### src/rtl/bsc_axiu_pkg.sv
// Shared constants and types for the AXI-utility stream blocks.
// Used by bsc_axiu_axis_tid_mux and its round-robin arbiter.
package bsc_axiu_pkg;

    localparam int TID_WIDTH          = 1;
    localparam int DEFAULT_DATA_WIDTH = 64;

    typedef enum logic {
        UNLOCKED = 1'b0,
        LOCKED   = 1'b1
    } lock_state_e;

endpackage

### src/rtl/bsc_axiu_rr_arb2.sv
// Two-requester round-robin arbiter; a held lock overrides the rotation.
// last_gnt resets to 1 so requester 0 wins the first tie.
module bsc_axiu_rr_arb2 (
    input  logic       clk,
    input  logic       rstn,
    input  logic [1:0] req,
    input  logic       lock,
    input  logic       lock_id,
    input  logic       advance,
    output logic       sel
);

    logic last_gnt;

    always_comb begin
        sel = req[1];
        if (lock) begin
            sel = lock_id;
        end else if (req[0] && req[1]) begin
            sel = ~last_gnt;
        end
    end

    always_ff @(posedge clk or negedge rstn) begin
        if (!rstn) begin
            last_gnt <= 1'b1;
        end else if (advance) begin
            last_gnt <= sel;
        end
    end

endmodule

### src/rtl/bsc_axiu_axis_tid_mux.sv
// Merges two AXI-Stream sources into one registered stream tagged with a 1-bit TID.
// Define BSC_AXIU_MUX_PKT_LOCK_EN to keep packets atomic (lock until tlast).
module bsc_axiu_axis_tid_mux
    import bsc_axiu_pkg::*;
#(
    parameter int DATA_WIDTH = DEFAULT_DATA_WIDTH
) (
    input  logic                  clk,
    input  logic                  rstn,
    input  logic [DATA_WIDTH-1:0] s0_tdata,
    input  logic                  s0_tvalid,
    input  logic                  s0_tlast,
    output logic                  s0_tready,
    input  logic [DATA_WIDTH-1:0] s1_tdata,
    input  logic                  s1_tvalid,
    input  logic                  s1_tlast,
    output logic                  s1_tready,
    output logic [DATA_WIDTH-1:0] m_tdata,
    output logic [TID_WIDTH-1:0]  m_tid,
    output logic                  m_tlast,
    output logic                  m_tvalid,
    input  logic                  m_tready
);

    logic                  can_load;
    logic                  sel;
    logic                  accept;
    logic                  beat_last;
    logic [DATA_WIDTH-1:0] beat_data;
    logic                  lock;
    logic                  lock_id;

    assign can_load  = !m_tvalid || m_tready;
    assign s0_tready = can_load && !sel;
    assign s1_tready = can_load && sel;
    assign accept    = can_load && (sel ? s1_tvalid : s0_tvalid);
    assign beat_last = sel ? s1_tlast : s0_tlast;
    assign beat_data = sel ? s1_tdata : s0_tdata;

    bsc_axiu_rr_arb2 u_arb (
        .clk     (clk),
        .rstn    (rstn),
        .req     ({s1_tvalid, s0_tvalid}),
        .lock    (lock),
        .lock_id (lock_id),
        .advance (accept),
        .sel     (sel)
    );

`ifdef BSC_AXIU_MUX_PKT_LOCK_EN
    lock_state_e state, state_next;
    logic        lock_id_next;

    always_ff @(posedge clk or negedge rstn) begin
        if (!rstn) begin
            state   <= UNLOCKED;
            lock_id <= 1'b0;
        end else begin
            state   <= state_next;
            lock_id <= lock_id_next;
        end
    end

    // Only the owning source can be accepted while locked, so its tlast ends the packet.
    always_comb begin
        state_next   = state;
        lock_id_next = lock_id;
        case (state)
            UNLOCKED: begin
                if (accept && !beat_last) begin
                    state_next   = LOCKED;
                    lock_id_next = sel;
                end
            end
            LOCKED: begin
                if (accept && beat_last) begin
                    state_next = UNLOCKED;
                end
            end
            default: state_next = UNLOCKED;
        endcase
    end

    assign lock = (state == LOCKED);
`else
    assign lock    = 1'b0;
    assign lock_id = 1'b0;
`endif

    // Payload fields only change on a handshake; a drain without a new beat just clears valid.
    always_ff @(posedge clk or negedge rstn) begin
        if (!rstn) begin
            m_tvalid <= 1'b0;
            m_tdata  <= '0;
            m_tid    <= '0;
            m_tlast  <= 1'b0;
        end else if (accept) begin
            m_tvalid <= 1'b1;
            m_tdata  <= beat_data;
            m_tid    <= sel;
            m_tlast  <= beat_last;
        end else if (m_tready) begin
            m_tvalid <= 1'b0;
        end
    end

endmodule
### config.mk
export PLATFORM = sky130hd
export DESIGN_NAME = bsc_axiu_axis_tid_mux
export DESIGN_NICKNAME = d
export VERILOG_FILES = /design/src/rtl/bsc_axiu_pkg.sv /design/src/rtl/bsc_axiu_rr_arb2.sv /design/src/rtl/bsc_axiu_axis_tid_mux.sv
export SDC_FILE = /design/constraint.sdc
export NUM_CORES = 1
export LEC_CHECK = 0
export CAP_MARGIN = 20
export CELL_PAD_IN_SITES_DETAIL_PLACEMENT = 2
export CELL_PAD_IN_SITES_GLOBAL_PLACEMENT = 2
export CORE_ASPECT_RATIO = 2
export CORE_MARGIN = 3
export CORE_UTILIZATION = 21
export DETAILED_ROUTE_END_ITERATION = 6
export GPL_ROUTABILITY_DRIVEN = 0
export GPL_TIMING_DRIVEN = 1
export PLACE_DENSITY = 0.88
export SYNTH_ARGS = -nofsm -noshare
export SYNTH_HDL_FRONTEND = slang
export SYNTH_SLANG_ARGS = --single-unit
### constraint.sdc
create_clock -name clk -period 2 [get_ports clk]
set_input_delay 0.2 -clock clk [delete_from_list [all_inputs] [get_ports clk]]
set_output_delay 0.2 -clock clk [all_outputs]
set_load 0.02 [all_outputs]
== Yosys cells after proc, flatten, opt, wreduce, memory -nomap -nowiden ==
Index checks and enable logic that the tools add are counted.
Word-level totals
  flip-flop bits (word level): 68
Operators by class
  reductions and logical operators: 8
  bitwise logic cells: 1
  mux-type cells: 6
Operators by type and width (count)
  $mux 64: 1
  $mux 1: 5
  $logic_and 1x1->1: 4
  $logic_not 1->1: 2
  $reduce_bool 2->1: 1
  $logic_or 1x1->1: 1
  $not 1->1: 1

== Longest topological paths before layout ==
Gate-level depths: netlist of the first run.
  depth after elaboration: 5
  depth in mapped cells: 6

== By module ==
Synthesis of the first run repeated with hierarchy kept, for this count alone.
Unflattened totals
  cell total of the unflattened synthesis: 231
  area total of the unflattened synthesis: 3539.6 µm²
By module, submodules not included
  bsc_axiu_axis_tid_mux: instances 1, area each 3484.6 µm², cells an instance 224
  bsc_axiu_rr_arb2: instances 1, area each 55.1 µm², cells an instance 7

== Worst setup path before layout of the first run ==
Ideal clock, no wire load.
  kind: flip-flop to output port
  from: register u_arb.last_gnt
  to: output port s0_tready
  data arrival time: 1345 ps
  data required time: 1800 ps
  buffers on the path: 2
  setup slack: 455 ps
  cell stages (with the launch flop): 5
  path through: dfstp_2 a21bo_2 buf_4 clkbuf_1 and2_1
Between the ends
  word-level cells in the longest chain between the ends: 4
Ends and longest elaborated chain
  from (decl): line bsc_axiu_rr_arb2.sv:13  | logic last_gnt;
  from (signal assigned): line bsc_axiu_rr_arb2.sv:28  | last_gnt <= sel;
  $not 1->1: line bsc_axiu_rr_arb2.sv:20  | sel = ~last_gnt;
  $mux 1: line bsc_axiu_rr_arb2.sv:19  | end else if (req[0] && req[1]) begin
  $logic_not 1->1: line bsc_axiu_axis_tid_mux.sv:34  | assign s0_tready = can_load && !sel;
  $logic_and 1x1->1: line bsc_axiu_axis_tid_mux.sv:34
  to (decl): line bsc_axiu_axis_tid_mux.sv:13  | output logic s0_tready,
No other way between the ends.

== Final worst setup path of the first run ==
  from: register u_arb.last_gnt
  to: register m_tdata[60]
Between the ends
  word-level cells in the longest chain between the ends: 4
  elaborated cells between the ends (all ways): 5
Ends and longest elaborated chain
  $not 1->1 (*): line bsc_axiu_rr_arb2.sv:20
  $mux 1 (*): line bsc_axiu_rr_arb2.sv:19
  $mux 1: line bsc_axiu_axis_tid_mux.sv:36  | assign accept = can_load && (sel ? s1_tvalid : s0_tvalid);
  $logic_and 1x1->1: line bsc_axiu_axis_tid_mux.sv:36
  to (signal assigned): line bsc_axiu_axis_tid_mux.sv:99  | m_tdata <= beat_data;
  to (decl): line bsc_axiu_axis_tid_mux.sv:18  | output logic [DATA_WIDTH-1:0] m_tdata,
Every way passes the cells marked *; elsewhere a longest branch is shown, timed or not.
A chain may end at the register's enable or synchronous reset.

==> summary.txt, run 1 <==
Global route
  – Initial antenna violation count: 0
  – First-pass GRT wire length: 24200 um
  – Vias in the first global route: 4232
  – Total grt overflow: 0
  – Largest net degree at the start of global routing: 66
  – Total routing usage reported by global routing: 18.8%

Floorplanning
  – Initial Utilization: 21.7%
  – Die Span Y: 182 um
  – Std cell rows: 63
  – Chip width: 94.2 um
  – Die ar.: 17200 um^2
  – # IOs: 204
  – Core ar.: 15100 um^2

Final layout
  – Final instance area: 5760 um^2
  – Area grow syn2layout: 76.2%
  – Fillers: 1652
  – Final nets: 699
  – N_diodes: 0
  – Layout Cells excl Fill: 764
  – Fraction of layout cells with a size suffix above 1: 7.38%

STA
  – Layout Skew: 0.0105 ns
  – Worst rel slew slack: 49.7%
  – Final hold vios: 0
  – Final hold slack: 0.362 ns
  – Final period utilization: 92.9%
  – Setup repair after global routing missed its margin: false
  – Tmin final: 1.86 ns
  – Slew Limit Fails: 0
  – Slew @ Worst Pin: 0.754 ns
  – Final setup fails: 0
  – Fmax achieved: 538 MHz

Yosys
  – Cell with the most instances after synthesis: nand2_1
  – Post-synth EDFFs: 0
  – Syn Inst Count: 377
  – Post-synthesis register bit count: 68
  – Synth top area share: 51.3%
  – Most used flip-flop cell after synthesis: dfrtp_1
  – Cell taking the most area after synthesis: dfrtp_1
  – Syn. warnings: 0
  – Syn_nets: 512
  – Mapped Area: 3270 um^2
  – Commonest cells in the netlist: nand2_1, dfrtp_1, a21oi_1, a31oi_1, clkbuf_1
  – Syn_area_per_cell: 8.67 um^2
  – Async SR Flop Fraction: 100%
  – Synth top area cells: dfrtp_1, nand2_1, a31oi_1, a21oi_1, a31oi_2
  – Seq/Total Area, Yosys: 52.1%
  – Post-synth cell types: 16

Drt
  – Via/cell ratio: 4.84
  – Routed WL per cell: 21.1 um
  – Drt total wl: 16100 um
  – DRC: 0
  – Drt first pass iters: 4
  – Antenna Nets Post-Route: 0
  – Detailed Route Iter0 Violations: 101
  – Vias: 3700

Clock network
  – Clock latency on the worst-skew pair: 0.33 ns
  – Root buf cell: clkbuf_16
  – CTS Buf Count: 9
  – Setup Buffers After CTS: 0
  – CTS tree: yes
  – H-tree levels: 3
  – CTS clk-pin slew, worst paths: 0.06 ns
  – Max clock buf depth: 2
  – CTS sink count: 68

Place
  – IO buf count: 203
  – Post-DP Area: 5460 um^2
  – Dpl cells: 747
  – Final HPWL DP: 12000 um

Power and ir drop
  – PwrDens: 873 nW/um^2
  – Worst ir drop on vdd: 0.355 mV
  – Leak: 2.30 nW

Setup path
  – Crit-path max FO: 65
  – CP arrival: 2.07 ns
  – WP data required: 2.21 ns
  – Setup crit start kind: flip-flop
  – FF-to-FF setup slack: 0.14 ns
  – Crit path kind: flip-flop to flip-flop
  – CP Capture Type: flip-flop

Hold path
  – Hold crit path type: input port to async pin

Run
  – Number of max-cap violations: 0

Run status
  – Status: completed
[kinds of logic after synthesis]
logic type / count (synthesis) / synth area share [%]
buf+inv: 37 / 6.20
compound gates: 135 / 25.5
flops: 68 / 52.1
simple gates: 137 / 16.2
[cells in the final DEF (no fill, tap or decap)]
cell,instances
a21bo_2,1
a21boi_4,1
a21o_1,1
a21oi_1,66
a31oi_1,56
a31oi_2,10
and2_1,2
and2_2,1
buf_12,3
buf_4,7
bufinv_16,1
clkbuf_16,9
clkdlybuf4s50_1,200
clkinv_2,3
clkinvlp_4,3
dfrtp_1,67
dfstp_2,1
dlygate4sd2_1,1
dlygate4sd3_1,1
dlymetal6s2s_1,1
nand2_1,131
nand2b_1,1
nand2b_2,1
or2_2,1
[per-layer routing]
layer / GRT usage, % / up-vias / wire length (um)
li1: - / 1680 / -
met1: 17.7 / 1854 / 5260
met2: 37.1 / 131 / 9430
met3: 4.04 / 35 / 697
met4: 8.28 / 0 / 707
met5: 0 / - / 0
[power by group]
group / leakage, nW / total [mW] / internal, mW / switching (mW)
clock: 0.137 / 1.59 / 0.958 / 0.629
combinational: 1.40 / 1.69 / 0.816 / 0.874
sequential: 0.763 / 1.75 / 1.61 / 0.142
[sequential cells by signal, indices dropped and copies added, names as in the netlist]
signal / cells
m_tid: 1
m_tlast: 1
m_tdata: 64
m_tvalid: 1
u_arb.last_gnt: 1
[path summary, 6_finish.rpt]
kind | start | end | cells past startpoint
max | u_arb.last_gnt | m_tdata[60] | 4
min | rstn | m_tdata[39] | 2
max reg2reg | u_arb.last_gnt | m_tdata[60] | 4
min reg2reg | m_tid | m_tid | 1
max in group asynchronous | rstn | m_tdata[29] | 3
min in group clk | s1_tdata[17] | m_tdata[17] | 3
[repair_timing]
| item | 4_1_cts | 5_1_grt |
|---|---|---|
| hold endpoints to repair | 28 | 0 |
| resized for setup | 1 | 1 |
| endpoints found under the setup margin | 1 | 1 |
| pin swaps | 0 | 0 |
| hold buffers | 1 | 0 |
[critical path, stage by stage, from the launching register on]
cell	delay, ns
dfstp_2	0.58
a21bo_2	0.14
buf_4	0.58
nand2_1	0.12
a31oi_1	0.30
[area by class of cell]
cell class	count	area [um^2]	area share, %
clock inverter	7	67.6	1.17
multi-input combinational	272	1380	23.9
timing repair buffer	213	2150	37.3
sequential	68	1700	29.6
clock buffer	9	225	3.91
tap	195	244	4.24
[per-stage QoR]
| step | total power [mW] | setup slack, ns | utilization [%] | setup TNS (ns) |
|---|---|---|---|---|
| after floorplan | 2.50 | 0.455 | - | 0 |
| after global placement | 3.41 | 0.0370 | 36.2 | 0 |
| after detailed placement | 3.50 | -0.158 | 36.2 | -0.749 |
| after CTS | 5.12 | 0.0433 | 38.2 | 0 |
| after global routing | 5.30 | 0.0332 | 38.3 | 0 |
| final | 5.03 | 0.142 | 38.3 | 0 |
Power figures use the tool's default switching activity.
==> run 2, diff against run 1 <==
--- a/config.mk
+++ b/config.mk
@@ -9,12 +9,13 @@
 export CELL_PAD_IN_SITES_DETAIL_PLACEMENT = 2
 export CELL_PAD_IN_SITES_GLOBAL_PLACEMENT = 2
 export CORE_ASPECT_RATIO = 2
-export CORE_MARGIN = 3
+export CORE_MARGIN = 2
 export CORE_UTILIZATION = 21
 export DETAILED_ROUTE_END_ITERATION = 6
 export GPL_ROUTABILITY_DRIVEN = 0
 export GPL_TIMING_DRIVEN = 1
 export PLACE_DENSITY = 0.88
+export SKIP_LAST_GASP = 1
 export SYNTH_ARGS = -nofsm -noshare
 export SYNTH_HDL_FRONTEND = slang
 export SYNTH_SLANG_ARGS = --single-unit
==> run 2 against run 1 <==
Total power is 2.5% lower; core utilization decreased by 0.80 points; first-iteration DRC count decreased by 30%; count of clock-buffer cells in the layout up 4; critical path type is now input port to flip-flop; largest cell class unchanged.
==> summary.txt, run 2 (synthesized netlist as in run 1, its figures left out) <==
Run status
  – Status: completed

Drt
  – Drt total wl: 15200 um
  – Via/cell ratio: 4.78
  – Detailed Route Iter0 Violations: 71
  – DRC: 0
  – Drt first pass iters: 4
  – Met3 WL: 558 um
  – Top Metal Used: met4
  – Routed WL per cell: 19.8 um
  – Met2 Routed Length: 8800 um
  – M1 WL: 5140 um
  – Antenna Nets Post-Route: 0
  – Vias: 3659

Place
  – Final HPWL DP: 11100 um
  – Dpl ws: -0.116 ns
  – IO buf count: 203
  – Post-DP Area: 5460 um^2

Power and ir drop
  – Switching fraction of total power: 32.2%
  – Psw: 1.58 mW
  – Part of the power in combinational logic: 34.5%
  – Reg power frac: 35.6%
  – Clk network pwr share: 29.9%
  – Final Total Pwr: 4.90 mW
  – P_int: 3.32 mW
  – Leak: 2.28 nW
  – PwrDens: 856 nW/um^2
  – Worst ir drop on vdd: 0.367 mV

Floorplanning
  – Chip width: 92.2 um
  – Die ar.: 16600 um^2
  – Core ar.: 15300 um^2
  – # IOs: 204
  – Die Span Y: 180 um
  – Std cell rows: 64
  – Initial Utilization: 21.4%

Run
  – Number of max-cap violations: 0

Setup path
  – Crit path cell chain: clkdlybuf4s50_1 > a21boi_4 > buf_4 > nand2_1 > a31oi_2
  – WP data required: 2.24 ns
  – Crit path kind: input port to flip-flop
  – FF-to-FF setup slack: 0.35 ns
  – Setup crit start kind: input port
  – Slowest stage delay, CP: 0.60 ns
  – Crit-path max FO: 65
  – Delay-heaviest family, CP: buffers and inverters
  – CP arrival: 1.98 ns
  – Critical-path top delay cell: buf_4
  – CP Capture Type: flip-flop
  – Buffers & Inverters on Critical Path: 2

Clock network
  – Post-CTS Hold Fix Bufs: 0
  – Resized Gates After CTS: 1
  – CTS tree: yes
  – Max clock buf depth: 2
  – Clock latency on the worst-skew pair: 0.33 ns
  – Root buf cell: clkbuf_16
  – CTS Buf Count: 9
  – Setup Buffers After CTS: 0
  – H-tree levels: 3
  – CTS sink count: 68
  – CTS clk-pin slew, worst paths: 0.06 ns

Final layout
  – Top reg by flops: m_tdata
  – Final instance area: 5730 um^2
  – Most frequent cells in the layout: clkdlybuf4s50_1, nand2_1, dfrtp_1, a21oi_1, a31oi_1
  – Final nets: 698
  – Commonest non-fill, non-tap cell in the layout: clkdlybuf4s50_1
  – Max reg flops: 64
  – Fillers: 1678
  – Area grow syn2layout: 75.2%
  – Fraction of layout cells with a size suffix above 1: 7.05%

STA
  – Layout Skew: 0.00654 ns
  – Final hold vios: 0
  – Setup repair after global routing missed its margin: false
  – Slew Limit Fails: 0
  – Slew @ Worst Pin: 0.919 ns
  – Setup ws final: 0.266 ns
  – Final setup fails: 0
  – Fmax achieved: 577 MHz
  – Final period utilization: 86.7%
  – Tmin final: 1.73 ns
  – Worst rel slew slack: 38.7%

Global route
  – Vias in the first global route: 4272
  – Largest net degree at the start of global routing: 72
  – Total grt overflow: 0
  – First-pass GRT wire length: 23600 um
  – Initial antenna violation count: 1
  – Total routing usage reported by global routing: 18.4%

Hold path
  – Hold crit path type: input port to async pin
==> run 2: power groups by stage <==
stage               registers [mW]  logic, mW  clock network [mW]
floorplan                     2.03      0.475                   0
finish                        1.74       1.69                1.46
global route                  1.78       1.82                1.57
detailed placement            1.76       1.72                   0
global placement              1.75       1.66                   0
CTS                           1.74       1.73                1.53
==> run 2: metal layers <==
metal / track usage, % / vias to the layer above
met5: 0 / -
met4: 9.49 / 0
met3: 3.01 / 32
met1: 18.2 / 1825
met2: 35.7 / 121
li1: - / 1681
==> run 2: worst register-to-register path, stage by stage, from the launching register on <==
cell and delay [ns]:
dfstp_2 0.39, a21boi_4 0.14, buf_4 0.60, nand2_1 0.22, a31oi_2 0.22
==> run 2: layout make-up <==
type	instances	area (um^2)	share of cell area, %
Sequential cell	68	1700	29.7
Antenna cell	1	2.50	0.0437
Tap cell	198	248	4.32
Multi-Input combinational cell	272	1380	24.0
Clock inverter	2	10.0	0.175
Clock buffer	13	260	4.54
Timing Repair Buffer	212	2130	37.2
==> run 2: worst paths after layout <==
check,start,endpoint,cells after the start
max,s1_tvalid,m_tdata[6],5
max in group asynchronous,rstn,m_tdata[11],1
min reg2reg,m_tid,m_tid,1
min,rstn,m_tdata[58],1
max reg2reg,u_arb.last_gnt,m_tdata[6],4
min in group clk,s0_tdata[42],m_tdata[42],3
==> run 2: metrics by stage <==
step,hold slack (ns),std cells,utilization [%],setup TNS (ns)
final,0.00187,766,37.5,0
after global routing,0.0724,766,37.5,0
after CTS,0.0377,765,37.4,0
after detailed placement,0.393,750,35.7,-1.91
after global placement,0.393,750,35.7,0
after floorplan,-0.0956,377,-,0
==> run 3, diff against run 2 <==
--- a/config.mk
+++ b/config.mk
@@ -5,6 +5,7 @@
 export SDC_FILE = /design/constraint.sdc
 export NUM_CORES = 1
 export LEC_CHECK = 0
+export ABC_CLOCK_PERIOD_IN_PS = 2000
 export CAP_MARGIN = 20
 export CELL_PAD_IN_SITES_DETAIL_PLACEMENT = 2
 export CELL_PAD_IN_SITES_GLOBAL_PLACEMENT = 2
==> results of run 3 <==
No change in the layout: final DEF, timing and power equal those of run 2.
